===== config.mk =====
export PLATFORM = sky130hd
export DESIGN_NAME = mem_read_master
export DESIGN_NICKNAME = d
export VERILOG_FILES = /design/src/rtl/mem_read_master.sv
export SDC_FILE = /design/constraint.sdc
export NUM_CORES = 1
export LEC_CHECK = 0
export BUFFER_PORTS_ARGS = -buffer_cell sky130_fd_sc_hd__buf_2
export CAP_MARGIN = 20
export CORE_ASPECT_RATIO = 1.75
export CORE_MARGIN = 1
export CORE_UTILIZATION = 50
export DETAILED_ROUTE_END_ITERATION = 12
export GPL_TIMING_DRIVEN = 0
export HOLD_SLACK_MARGIN = 0.1
export PLACE_DENSITY = 0.78
export SYNTH_ARGS = -nofsm -noshare
export SYNTH_HDL_FRONTEND = slang
export SYNTH_SLANG_ARGS = --single-unit

===== constraint.sdc =====
create_clock -name clk -period 5.4 [get_ports clk]
set_input_delay 1.08 -clock clk [delete_from_list [all_inputs] [get_ports clk]]
set_output_delay 1.08 -clock clk [all_outputs]
set_load 0.01 [all_outputs]

===== src/rtl/mem_read_master.sv =====
// mem_read_master: read requester for a byte-wide memory.
// Takes {addr, len} requests, walks the memory one beat at a time with a
// fresh enable edge per beat, samples data RD_LAT cycles after enable and
// queues {data, last} in a small response FIFO.
// Optional feature macro: MEM_READ_MASTER_BURST_EN (multi-beat bursts).
// Without it every request is a single beat and req_len is ignored.
module mem_read_master #(
  parameter int ADDR_W     = 8,
  parameter int DATA_W     = 8,
  parameter int LEN_W      = 4,
  parameter int RD_LAT     = 1,
  parameter int FIFO_DEPTH = 4
) (
  input  logic              clk,
  input  logic              rst_n,
  input  logic              req_valid,
  output logic              req_ready,
  input  logic [ADDR_W-1:0] req_addr,
  input  logic [LEN_W-1:0]  req_len,
  output logic              mem_read,
  output logic              mem_enable,
  output logic [ADDR_W-1:0] mem_addr,
  input  logic [DATA_W-1:0] mem_data,
  output logic              rsp_valid,
  input  logic              rsp_ready,
  output logic [DATA_W-1:0] rsp_data,
  output logic              rsp_last
);

  localparam int PTR_W = (FIFO_DEPTH > 1) ? $clog2(FIFO_DEPTH) : 1;
  localparam int CNT_W = PTR_W + 1;
  localparam int LAT_W = 2;

  // lat_reg counts sample edges already passed since enable rose; the
  // edge that makes it reach RD_LAT is the capture edge, so compare
  // against RD_LAT-1 to sample exactly RD_LAT edges after enable.
  localparam logic [LAT_W-1:0]  LAT_LAST = LAT_W'(RD_LAT - 1);
  localparam logic [LAT_W-1:0]  LAT_ONE  = LAT_W'(1);
  localparam logic [CNT_W-1:0]  CNT_FULL = CNT_W'(FIFO_DEPTH);
  localparam logic [CNT_W-1:0]  CNT_ONE  = CNT_W'(1);
  localparam logic [PTR_W-1:0]  PTR_ONE  = PTR_W'(1);
  localparam logic [LEN_W:0]    REM_ONE  = (LEN_W+1)'(1);
  localparam logic [ADDR_W-1:0] ADDR_ONE = ADDR_W'(1);

  typedef enum logic [1:0] {IDLE, ACCESS, GAP} state_t;

  state_t              state_reg, state_next;
  logic [ADDR_W-1:0]   addr_reg, addr_next;
  logic [LEN_W:0]      rem_reg, rem_next;
  logic [LAT_W-1:0]    lat_reg, lat_next;
  logic                en_reg, en_next;

  logic [DATA_W-1:0]   data_mem [FIFO_DEPTH];
  logic                last_mem [FIFO_DEPTH];
  logic [PTR_W-1:0]    wr_ptr_reg, rd_ptr_reg;
  logic [CNT_W-1:0]    cnt_reg;

  logic                pop;
  logic                capture;
  logic                last_beat;

`ifndef MEM_READ_MASTER_BURST_EN
  logic unused_len;
  assign unused_len = ^req_len;
`endif

  assign req_ready  = (state_reg == IDLE);
  assign mem_read   = en_reg;
  assign mem_enable = en_reg;
  assign mem_addr   = addr_reg;

  assign rsp_valid  = (cnt_reg != '0);
  assign rsp_data   = rsp_valid ? data_mem[rd_ptr_reg] : '0;
  assign rsp_last   = rsp_valid ? last_mem[rd_ptr_reg] : 1'b0;

  assign pop        = rsp_valid && rsp_ready;
  assign last_beat  = (rem_reg == REM_ONE);
  // A full FIFO still accepts a beat when the head leaves on the same edge.
  assign capture    = (state_reg == ACCESS) && (lat_reg == LAT_LAST) &&
                      ((cnt_reg < CNT_FULL) || pop);

  // Next-state and memory-control decode for the IDLE/ACCESS/GAP walker.
  always_comb begin
    state_next = state_reg;
    addr_next  = addr_reg;
    rem_next   = rem_reg;
    lat_next   = lat_reg;
    en_next    = en_reg;
    case (state_reg)
      IDLE: begin
        if (req_valid) begin
          addr_next  = req_addr;
`ifdef MEM_READ_MASTER_BURST_EN
          rem_next   = {1'b0, req_len} + REM_ONE;
`else
          rem_next   = REM_ONE;
`endif
          lat_next   = '0;
          en_next    = 1'b1;
          state_next = ACCESS;
        end
      end
      ACCESS: begin
        if (capture) begin
          en_next = 1'b0;
          if (last_beat) begin
            state_next = IDLE;
          end else begin
            rem_next   = rem_reg - REM_ONE;
            addr_next  = addr_reg + ADDR_ONE;
            state_next = GAP;
          end
        end else if (lat_reg != LAT_LAST) begin
          lat_next = lat_reg + LAT_ONE;
        end
      end
      GAP: begin
        lat_next   = '0;
        en_next    = 1'b1;
        state_next = ACCESS;
      end
      default: begin
        en_next    = 1'b0;
        state_next = IDLE;
      end
    endcase
  end

  // Walker state registers; reset abandons any burst in flight.
  always_ff @(posedge clk or negedge rst_n) begin
    if (!rst_n) begin
      state_reg <= IDLE;
      addr_reg  <= '0;
      rem_reg   <= '0;
      lat_reg   <= '0;
      en_reg    <= 1'b0;
    end else begin
      state_reg <= state_next;
      addr_reg  <= addr_next;
      rem_reg   <= rem_next;
      lat_reg   <= lat_next;
      en_reg    <= en_next;
    end
  end

  // Response FIFO storage; contents are only visible while count is nonzero.
  always_ff @(posedge clk) begin
    if (capture) begin
      data_mem[wr_ptr_reg] <= mem_data;
      last_mem[wr_ptr_reg] <= last_beat;
    end
  end

  // Response FIFO pointers and occupancy; reset flushes it.
  always_ff @(posedge clk or negedge rst_n) begin
    if (!rst_n) begin
      wr_ptr_reg <= '0;
      rd_ptr_reg <= '0;
      cnt_reg    <= '0;
    end else begin
      if (capture) wr_ptr_reg <= wr_ptr_reg + PTR_ONE;
      if (pop)     rd_ptr_reg <= rd_ptr_reg + PTR_ONE;
      case ({capture, pop})
        2'b10:   cnt_reg <= cnt_reg + CNT_ONE;
        2'b01:   cnt_reg <= cnt_reg - CNT_ONE;
        default: cnt_reg <= cnt_reg;
      endcase
    end
  end

endmodule

==> results of run 1 <==
[logic make-up after synthesis]
kind of cell | synth area share
DFF | 0.6027
and+or+nand+nor | 0.1052
AOI/OAI and AO/OA | 0.1074
buffers and inverters | 0.03889
muxes | 0.08042
adders and majority gates | 0.04684
xor gates and xnor gates | 0.01856
[power groups by stage]
stage	combinational, uW	clock (uW)	sequential [uW]
after floorplan	636	0	742
after global placement	871	0	740
after detailed placement	901	0	745
after CTS	901	455	738
after global routing	1000	472	753
final	893	445	737
[worst max-delay path by stage]
| stage | endpoint | from | slack (ns) | depth (start not counted) |
|---|---|---|---|---|
| after floorplan | cnt_reg[2] | rsp_ready | 2.67 | 10 |
| after global placement | cnt_reg[2] | rsp_ready | 2.36 | 11 |
| after detailed placement | cnt_reg[2] | rsp_ready | 2.30 | 11 |
| after CTS | rsp_data[2] | rd_ptr_reg[0] | 2.36 | 4 |
| after global routing | rsp_data[2] | rd_ptr_reg[0] | 2.30 | 4 |
| final | rsp_data[5] | rd_ptr_reg[0] | 2.40 | 4 |
[worst max-delay path, delay by kind of cell, from the launching register on]
family / cells / cell delay [ns]
buf+inv: 2 / 0.47
mux: 1 / 0.56
flops: 1 / 0.37
simple gates: 1 / 0.18
[cells in the final DEF, fill, tap and decap left out, drive strengths merged, types with 3 or more instances in the layout]
master,instances
ha,9
o21ai,14
a31oi,6
clkinv,3
nand3,4
nor2,8
xor2,3
clkbuf,16
mux4,9
dfrtp,25
nand2,11
nor3,4
or3,3
xnor2,3
inv,17
nand4,3
buf,43
edfxtp,36
a21oi,17
and2,15
[through the flow]
stage	total power (uW)	hold WS, ns	setup slack [ns]	utilization
floorplan	1378	0.4498	2.670	-
global placement	1611	0.4630	2.360	0.5848
detailed placement	1646	0.4813	2.299	0.5848
CTS	2094	0.4984	2.360	0.6265
global route	2226	0.5245	2.305	0.6265
finish	2075	0.4913	2.395	0.6265
[metal layers]
layer	vias up	GRT usage
met5	-	0
met2	59	0.3689
li1	895	-
met4	0	0.09341
met1	917	0.1969
met3	9	0.05747
[layout make-up]
class / instances / share of cell area
inverter: 16 / 0.01794
buffer: 10 / 0.01495
clock inverter: 7 / 0.02953
sequential: 61 / 0.5099
clock buffer: 9 / 0.03701
multi-input combinational: 131 / 0.3032
timing repair buffer: 40 / 0.05981
tap: 74 / 0.02766
[Yosys cell counts, drive strengths merged (2+ instances only)]
library cell and count:
a21oi 17, a2bb2oi 2, a31oi 6, and2 15
buf 3, clkbuf 7, dfrtp 25, edfxtp 36
ha 9, inv 16, mux4 9, nand2 11
nand2b 2, nand3 4, nand4 3, nor2 8
nor2b 2, nor3 4, o21a 2, o21ai 14
o31ai 2, or3 3, xnor2 3, xor2 3
==> results by group, run 1 <==
Power
  – Reg power frac: 0.355
  – Sw Pwr: 767.2 uW
  – PD cells: 619.9 nW/um2
  – Comb pwr share: 0.430
  – Leakage: 0.001339 uW
  – Clock network power share: 0.214
  – Switching part of the total: 0.3698
  – P_int: 1307 uW
  – Peak VDD IR: 419.0 uV

Worst setup path
  – Crit path max fanout: 10
  – Worst Reg-to-Reg Cells: 9
  – WP data required: 4.32 ns
  – Critical-path cell list: buf_2, mux4_2, and2_1, buf_2
  – WP data arrival: 1.92 ns
  – Startpoint types: flop
  – R2R Setup Slk: 2.94 ns
  – Critical path endpoint category: primary output
  – Critical path type: reg -> out
  – Cell with the most instances on the worst path: buf_2
  – Max stage delay on crit path: 0.56 ns
  – RR Startpoint: state_reg[0]
  – RR Endpoint: cnt_reg[1]
  – Crit-path slowest cell: mux4_2

Clock tree
  – H-tree depth: 3
  – Clock Path Buffers: 2
  – Root buf cell: clkbuf_8
  – CTS tree: done
  – Num CTS Buffers: 9
  – Post-CTS Setup Inserts: 0
  – CTS sink cnt: 61
  – CTS Hold Bufs: 0
  – Clock Latency Late Sink: 0.34 ns
  – Post-CTS Resized: 0
  – Clock transition at the registers of the reported paths: 0.07 ns

Place
  – Final GP Congestion: 0.7963
  – Port bufs: 40
  – Placed Cells: 332
  – Placed cell area: 3124 um2
  – Final HPWL DP: 3740 um

Logic synthesis
  – FFs w/ async S/R, synth: 0.4098
  – Post-synth top flop: edfxtp_1
  – Synth area leader: edfxtp_1
  – Top-area cell type share of the netlist area: 0.3818
  – Mapped Avg Cell Area: 12.99 um2
  – Cell area after synthesis: 2831 um2
  – Register area share after synthesis: 0.6027
  – Cells after Synth: 218
  – Synth warnings: 0
  – Top post-synthesis cells by area: edfxtp_1 38%, dfrtp_1 22%, mux4_2 7.2%
  – Number of synthesized flops with an enable pin: 36
  – Distinct cells, synth: 39
  – Seq cells post-synth: 61
  – Syn_nets: 252

Min path
  – Hold path endpoint: lat_reg[1]
  – Min-delay worst type: reg -> reg
  – WHS Path Cells: 2
  – Min-delay src: lat_reg[1]

STA
  – Slew HR: 0.5833
  – Post-Route Skew: 0.004811 ns
  – Fmax: 332.8 MHz
  – Slew Viols, Final: 0
  – Least-Margin Pin Slew: 0.6250 ns
  – RSZ-0062 raised after global routing: no
  – Hold Fails Final Rpt: 0
  – Setup TNS: 0 ns
  – Final Setup Violations: 0
  – Post-route clock period utilization: 0.5564
  – Min cycle time layout: 3.005 ns

Global route
  – First-pass GRT wire length: 8438 um
  – Vias in the first global route: 1808
  – Largest net degree at the start of global routing: 26
  – Initial antenna violation count: 0
  – GRT Util Overall: 0.1993
  – Remaining Overflow, GRT: 0

Floorplan
  – Die width: 58.89 um
  – IO Count: 45
  – Site Rows: 35
  – Initial Util: 0.5300
  – Die area: 5980 um2
  – Vert. Die Dim: 101.6 um
  – Core Box Area: 5343 um2

Layout
  – Final Instance Count excl. Fillers: 348
  – Footprint of the multi-input gates: 1015 um2
  – Nets: 303
  – Max FFs per register: 32
  – Layout cells sized above 1: 0.2664
  – FF/Latch Area: 1707 um2
  – Fillers: 452
  – Design Area, Final: 3347 um2
  – Diode count: 0
  – Area Overhead vs Synth: 18.21%

Drt
  – DR WL met3: 246 um
  – Vias: 1880
  – Routed Antenna Nets: 0
  – Detailed-route vias per instance: 5.402
  – M1 WL: 1980 um
  – Detailed Route WL: 5293 um
  – DRT iter0 DRCs: 60
  – First-pass iteration count of the detailed router: 4
  – Routed WL per cell: 15.21 um
  – DR DRC count: 0
  – Uppermost layer routed: met4
  – Routed wl met2: 2959 um

Outcome
  – Outcome: completed

Flow run
  – Max Cap Viol: 0
No activity file was read; power rests on OpenSTA's default activity.
==> run 2, diff against run 1 <==
ABC_AREA = 1   (was unset)
clock period = 2.8 ns   (was 5.4 ns; I/O delays follow)
==> run 2 against run 1 <==
Effect of this change:
- non-clock buffer count down 3
- global-route usage up 0.64 points
- final cell count up 25%
- setup slack worse by 2.1 ns
- largest power group unchanged
- clock-buffer cell count up 1
- combinational power up 80%
- via count up 15%
- core utilization down 2.1 points
- design area up 1.0%
- first-iteration DRC count up 63%
- clock power up 64%
- area after synthesis up 2.5%
==> results by group, run 2 <==
Outcome
  – Outcome: completed

Clock tree
  – Post-CTS Setup Inserts: 0
  – Root buf cell: clkbuf_8
  – Post-CTS Resized: 0
  – H-tree depth: 3
  – CTS Hold Bufs: 0
  – Clock Latency Late Sink: 0.34 ns
  – CTS tree: done
  – Clock transition at the registers of the reported paths: 0.07 ns
  – Num CTS Buffers: 9
  – Clock Path Buffers: 2
  – CTS sink cnt: 61

Worst setup path
  – Worst Reg-to-Reg Cells: 4
  – WP data arrival: 1.90 ns
  – Crit-path slowest cell: clkbuf_1
  – CP delay by family, top: buffers and inverters
  – RR Endpoint: data_mem[0][1]
  – WP data required: 2.24 ns
  – RR Startpoint: lat_reg[0]
  – Critical path endpoint category: primary output
  – R2R Setup Slk: 0.86 ns
  – Max stage delay on crit path: 0.39 ns
  – Crit path launch: rd_ptr_reg[0]
  – CP bufs+invs: 3
  – Critical-path cell list: inv_1, clkbuf_1, o21ai_0, a21oi_1, buf_2
  – Crit path max fanout: 10
  – Critical path type: reg -> out
  – Startpoint types: flop

Layout
  – Nets: 387
  – Design Area, Final: 3381 um2
  – Commonest non-fill, non-tap cell in the layout: nand2_1
  – Final core utilization: 0.6053
  – Commonest cells after routing, fill and taps aside: 54 x nand2_1, 51 x nor2_1, 42 x buf_2
  – Fillers: 471
  – Area Overhead vs Synth: 16.47%
  – Layout cells sized above 1: 0.2039
  – Footprint of the multi-input gates: 1013 um2
  – Diode count: 0
  – Max FFs per register: 32
  – FF/Latch Area: 1707 um2
  – Final Instance Count excl. Fillers: 434

STA
  – Setup TNS: 0 ns
  – Slew Viols, Final: 0
  – Fmax: 407.2 MHz
  – Slew HR: 0.3838
  – Final Setup Violations: 0
  – RSZ-0062 raised after global routing: no
  – Min cycle time layout: 2.456 ns
  – Post-route clock period utilization: 0.8771
  – Hold Fails Final Rpt: 0
  – Post-Route Skew: 0.005696 ns
  – Min Hold Slack: 0.2195 ns
  – Least-Margin Pin Slew: 0.9209 ns

Drt
  – DR WL met3: 283 um
  – Vias: 2157
  – Uppermost layer routed: met4
  – Routed WL per cell: 13.05 um
  – M1 WL: 2234 um
  – Routed wl met2: 3024 um
  – Routed Antenna Nets: 0
  – Detailed Route WL: 5662 um
  – DR DRC count: 0
  – Detailed-route vias per instance: 4.970
  – First-pass iteration count of the detailed router: 4
  – DRT iter0 DRCs: 98

Flow run
  – Max Cap Viol: 0

Logic synthesis
  – Register area share after synthesis: 0.5879
  – Seq cells post-synth: 61
  – Syn_nets: 336
  – Synth area leader: edfxtp_1
  – Number of synthesized flops with an enable pin: 36
  – FFs w/ async S/R, synth: 0.4098
  – Synth warnings: 0
  – Most common cell in the netlist: nand2_1
  – Top post-synthesis cells by count: 54 x nand2_1, 51 x nor2_1, 36 x edfxtp_1, 33 x inv_1, 26 x o21ai_0
  – Distinct cells, synth: 24
  – Top post-synthesis cells by area: edfxtp_1 37%, dfrtp_1 22%, nand2_1 7.0%
  – Top-area cell type share of the netlist area: 0.3724
  – Cells after Synth: 302
  – Mapped Avg Cell Area: 9.612 um2
  – Post-synth top flop: edfxtp_1
  – Cell area after synthesis: 2903 um2

Place
  – Final HPWL DP: 3912 um
  – Port bufs: 40
  – Placed Cells: 418
  – Placed cell area: 3198 um2
  – Final GP Congestion: 0.7818

Floorplan
  – IO Count: 45
  – Die width: 59.60 um
  – Die area: 6126 um2
  – Site Rows: 36
  – Core Box Area: 5585 um2
  – Vert. Die Dim: 102.8 um
  – Initial Util: 0.5197

Min path
  – Min-delay worst type: in -> async

Global route
  – First-pass GRT wire length: 8928 um
  – Initial antenna violation count: 0
  – Vias in the first global route: 2076
  – Remaining Overflow, GRT: 0
  – Largest net degree at the start of global routing: 26
  – GRT Util Overall: 0.2057

Power
  – Leakage: 0.001510 uW
  – PD cells: 1088 nW/um2
  – Peak VDD IR: 589.8 uV
[run 2: cell types whose count changed after synthesis, moves of 5 or more]
cell | previous run | this run
a31oi_1 | 6 | 0
nor2_1 | 8 | 51
nand3_1 | 4 | 19
o21ai_0 | 14 | 26
inv_1 | 16 | 33
mux4_2 | 9 | 0
and2_1 | 14 | 0
nand2_1 | 11 | 54
clkbuf_1 | 7 | 2
[run 2: layout make-up]
cell class	count	area share
Multi-Input combinational cell	197	0.2998
Clock buffer	10	0.03775
Timing Repair Buffer	40	0.05922
Inverter	37	0.04108
Buffer	7	0.01295
Sequential cell	61	0.5048
Tap cell	76	0.02813
Clock inverter	6	0.01628
[run 2: how the worst max path moves through the flow]
stage               cells after the start         end  slack, ns
detailed placement                     10  cnt_reg[2]       0.66
floorplan                               9  cnt_reg[2]       0.92
CTS                                     5    rsp_last       0.32
global route                            5    rsp_last       0.21
finish                                  5    rsp_last       0.34
global placement                       10  cnt_reg[2]       0.71
[run 2: cells by family (layout without fill, tap and decap cells)]
kind of cell | Yosys count | count (layout) | synth area share
XOR/XNOR | 7 | 7 | 0.02112
AND/OR/NAND/NOR | 134 | 134 | 0.1991
adder cells (fa/ha/maj) | 10 | 10 | 0.04569
flip-flops | 61 | 61 | 0.5879
AO/OA/AOI/OAI | 46 | 46 | 0.08319
buffers and inverters | 44 | 100 | 0.06293
[run 2: metal layers]
layer  track usage  vias to the layer above
met5             0                        -
li1              -                     1084
met3       0.04391                       10
met4        0.1503                        0
met2        0.3656                       72
met1        0.2039                      991
[run 2: where the power goes]
group	internal (uW)	leakage (uW)	total (uW)	switching [uW]
Clock	402	0.0000911	729	328
Sequential	1200	0.000624	1340	136
Combinational	581	0.000795	1610	1030
Total	2190	0.00151	3680	1490
[run 2: through the flow]
stage | worst slack [ns] | power, uW
2_1_floorplan | 0.9163 | 2463
3_3_place_gp | 0.7115 | 2918
3_5_place_dp | 0.6580 | 2974
4_1_cts | 0.3173 | 3709
5_1_grt | 0.2051 | 3969
6_report | 0.3440 | 3678
==> run 3, diff against run 2 <==
--- a/config.mk
+++ b/config.mk
@@ -10,3 +10,2 @@
 export CAP_MARGIN = 20
-export CORE_ASPECT_RATIO = 1.75
 export CORE_MARGIN = 1
==> constraint.sdc (replaced) <==
create_clock -name clk -period 2.8 [get_ports clk]
set_input_delay 0.14 -clock clk [delete_from_list [all_inputs] [get_ports clk]]
set_output_delay 0.14 -clock clk [all_outputs]
set_load 0.01 [all_outputs]
==> run 3 against run 2 <==
Effect of this change:
- die area shrank 0.19%
- clock-buffer cell count up 1
- final cell count up 1.6%
- non-clock buffer count up 11
- critical endpoint unchanged
==> results by group, run 3 (synthesized netlist as in run 2, its figures left out) <==
Layout
  – Diode count: 0
  – Nets: 398
  – Footprint of the multi-input gates: 1013 um2
  – Layout cells sized above 1: 0.1978
  – Max FFs per register: 32
  – FF/Latch Area: 1707 um2
  – Fillers: 465
  – Commonest cells after routing, fill and taps aside: 54 x nand2_1, 51 x nor2_1, 42 x buf_2
  – Commonest non-fill, non-tap cell in the layout: nand2_1
  – Design Area, Final: 3486 um2
  – Area Overhead vs Synth: 20.09%

Worst setup path
  – Critical path type: reg -> out
  – RR Endpoint: cnt_reg[2]
  – RR Startpoint: lat_reg[0]
  – WP data arrival: 1.86 ns
  – Critical-path cell list: inv_1, clkbuf_1, o21ai_0, a21oi_1, buf_2
  – Crit path max fanout: 10
  – Worst Setup EP: rsp_last
  – Crit-path slowest cell: clkbuf_1
  – Startpoint types: flop
  – Worst Reg-to-Reg Cells: 9
  – R2R Setup Slk: 0.82 ns
  – WP data required: 2.66 ns
  – Max stage delay on crit path: 0.38 ns
  – Crit path launch: rd_ptr_reg[0]
  – Critical path endpoint category: primary output

Floorplan
  – IO Count: 45
  – Site Rows: 27
  – Initial Util: 0.5239
  – Vert. Die Dim: 78.20 um
  – Core Box Area: 5540 um2
  – Die width: 78.20 um
  – Die area: 6114 um2

Min path
  – Min-delay worst type: in -> reg

Drt
  – Detailed Route WL: 5874 um
  – Routed Antenna Nets: 0
  – First-pass iteration count of the detailed router: 4
  – Vias: 2195
  – Routed WL per cell: 13.32 um
  – DR DRC count: 0
  – Detailed-route vias per instance: 4.977
  – DRT iter0 DRCs: 110

STA
  – Hold Fails Final Rpt: 0
  – Fmax: 499.1 MHz
  – Fin worst setup slack: 0.7964 ns
  – Post-Route Skew: 0.009289 ns
  – Slew Viols, Final: 0
  – RSZ-0062 raised after global routing: no
  – Min Hold Slack: 0.1028 ns
  – Min cycle time layout: 2.004 ns
  – Setup TNS: 0 ns
  – Post-route clock period utilization: 0.7156
  – Final Setup Violations: 0
  – Least-Margin Pin Slew: 0.8846 ns
  – Slew HR: 0.4081

Clock tree
  – Post-CTS Setup Inserts: 0
  – Num CTS Buffers: 9
  – Clock transition at the registers of the reported paths: 0.07 ns
  – CTS tree: done
  – Clock Latency Late Sink: 0.35 ns
  – CTS sink cnt: 61
  – Root buf cell: clkbuf_8
  – H-tree depth: 3
  – Clock Path Buffers: 2

Power
  – Switching part of the total: 0.4087
  – Reg power frac: 0.359
  – P_int: 2198 uW
  – Post-layout power: 3717 uW
  – PD cells: 1066 nW/um2
  – Leakage: 0.001555 uW
  – Clock network power share: 0.200
  – Sw Pwr: 1519 uW
  – Comb pwr share: 0.441
  – Peak VDD IR: 645.2 uV

Place
  – Port bufs: 40
  – Placed cell area: 3193 um2
  – Final HPWL DP: 3966 um
  – Final GP Congestion: 0.8199
  – Place WS: 0.8220 ns

Global route
  – Initial antenna violation count: 0
  – GRT Util Overall: 0.2178
  – Largest net degree at the start of global routing: 26
  – First-pass GRT wire length: 9901 um
  – Vias in the first global route: 2173
  – Remaining Overflow, GRT: 0

Flow run
  – Max Cap Viol: 0

Outcome
  – Outcome: completed
==> run 3: cell count changes in the layout (fill, tap and decap cells not counted) <==
cell	delta
clkbuf_1	+1
clkinv_1	-1
dlygate4sd3_1	+11
==> run 3: worst min path at each step <==
stage	depth (start not counted)	slack (ns)	startpoint	end
final	4	0.10	req_addr[7]	mem_addr[7]
after global routing	5	0.12	req_addr[4]	mem_addr[4]
after CTS	5	0.10	req_addr[4]	mem_addr[4]
after detailed placement	1	0.17	rst_n	mem_addr[0]
after global placement	1	0.17	rst_n	mem_addr[0]
after floorplan	0	-0.16	rst_n	cnt_reg[0]
==> run 3: through the flow <==
step / std cells / util
final: 441 / 0.6292
after global routing: 441 / 0.6292
after CTS: 441 / 0.6292
after detailed placement: 414 / 0.5763
after global placement: 414 / 0.5763
after floorplan: 302 / -
==> run 3: what timing repair did <==
action	CTS	global route
setup endpoints to repair	0	0
resized for setup	0	0
endpoints found under the hold margin	59	0
hold buffers	11	0
==> run 3: area by class of cell <==
| type | instances | area share |
|---|---|---|
| clock inverter | 5 | 0.01472 |
| sequential | 61 | 0.4896 |
| inverter | 37 | 0.03984 |
| tap | 72 | 0.02584 |
| timing repair buffer | 51 | 0.08902 |
| buffer | 7 | 0.01256 |
| clock buffer | 11 | 0.03769 |
| multi-input combinational | 197 | 0.2907 |
==> run 3: power groups by stage <==
| stage | combinational, uW | clock (uW) | sequential [uW] |
|---|---|---|---|
| 3_3_place_gp | 1570 | 0 | 1350 |
| 4_1_cts | 1660 | 752 | 1330 |
| 2_1_floorplan | 1110 | 0 | 1360 |
| 3_5_place_dp | 1640 | 0 | 1350 |
| 6_report | 1640 | 744 | 1330 |
| 5_1_grt | 1860 | 793 | 1360 |
==> run 3: metal layers <==
layer  track usage  share of wire  up-vias
met3       0.05116          0.035       16
li1              -              -     1109
met1        0.2591           0.44     1021
met5             0              0        -
met4        0.1111          0.026        0
met2        0.3684           0.50       49
==> run 3: critical path, delay by kind of cell, from the launching register on <==
kind            cells  cell delay, ns
buf+inv             3            0.80
flops               1            0.37
compound gates      2            0.35
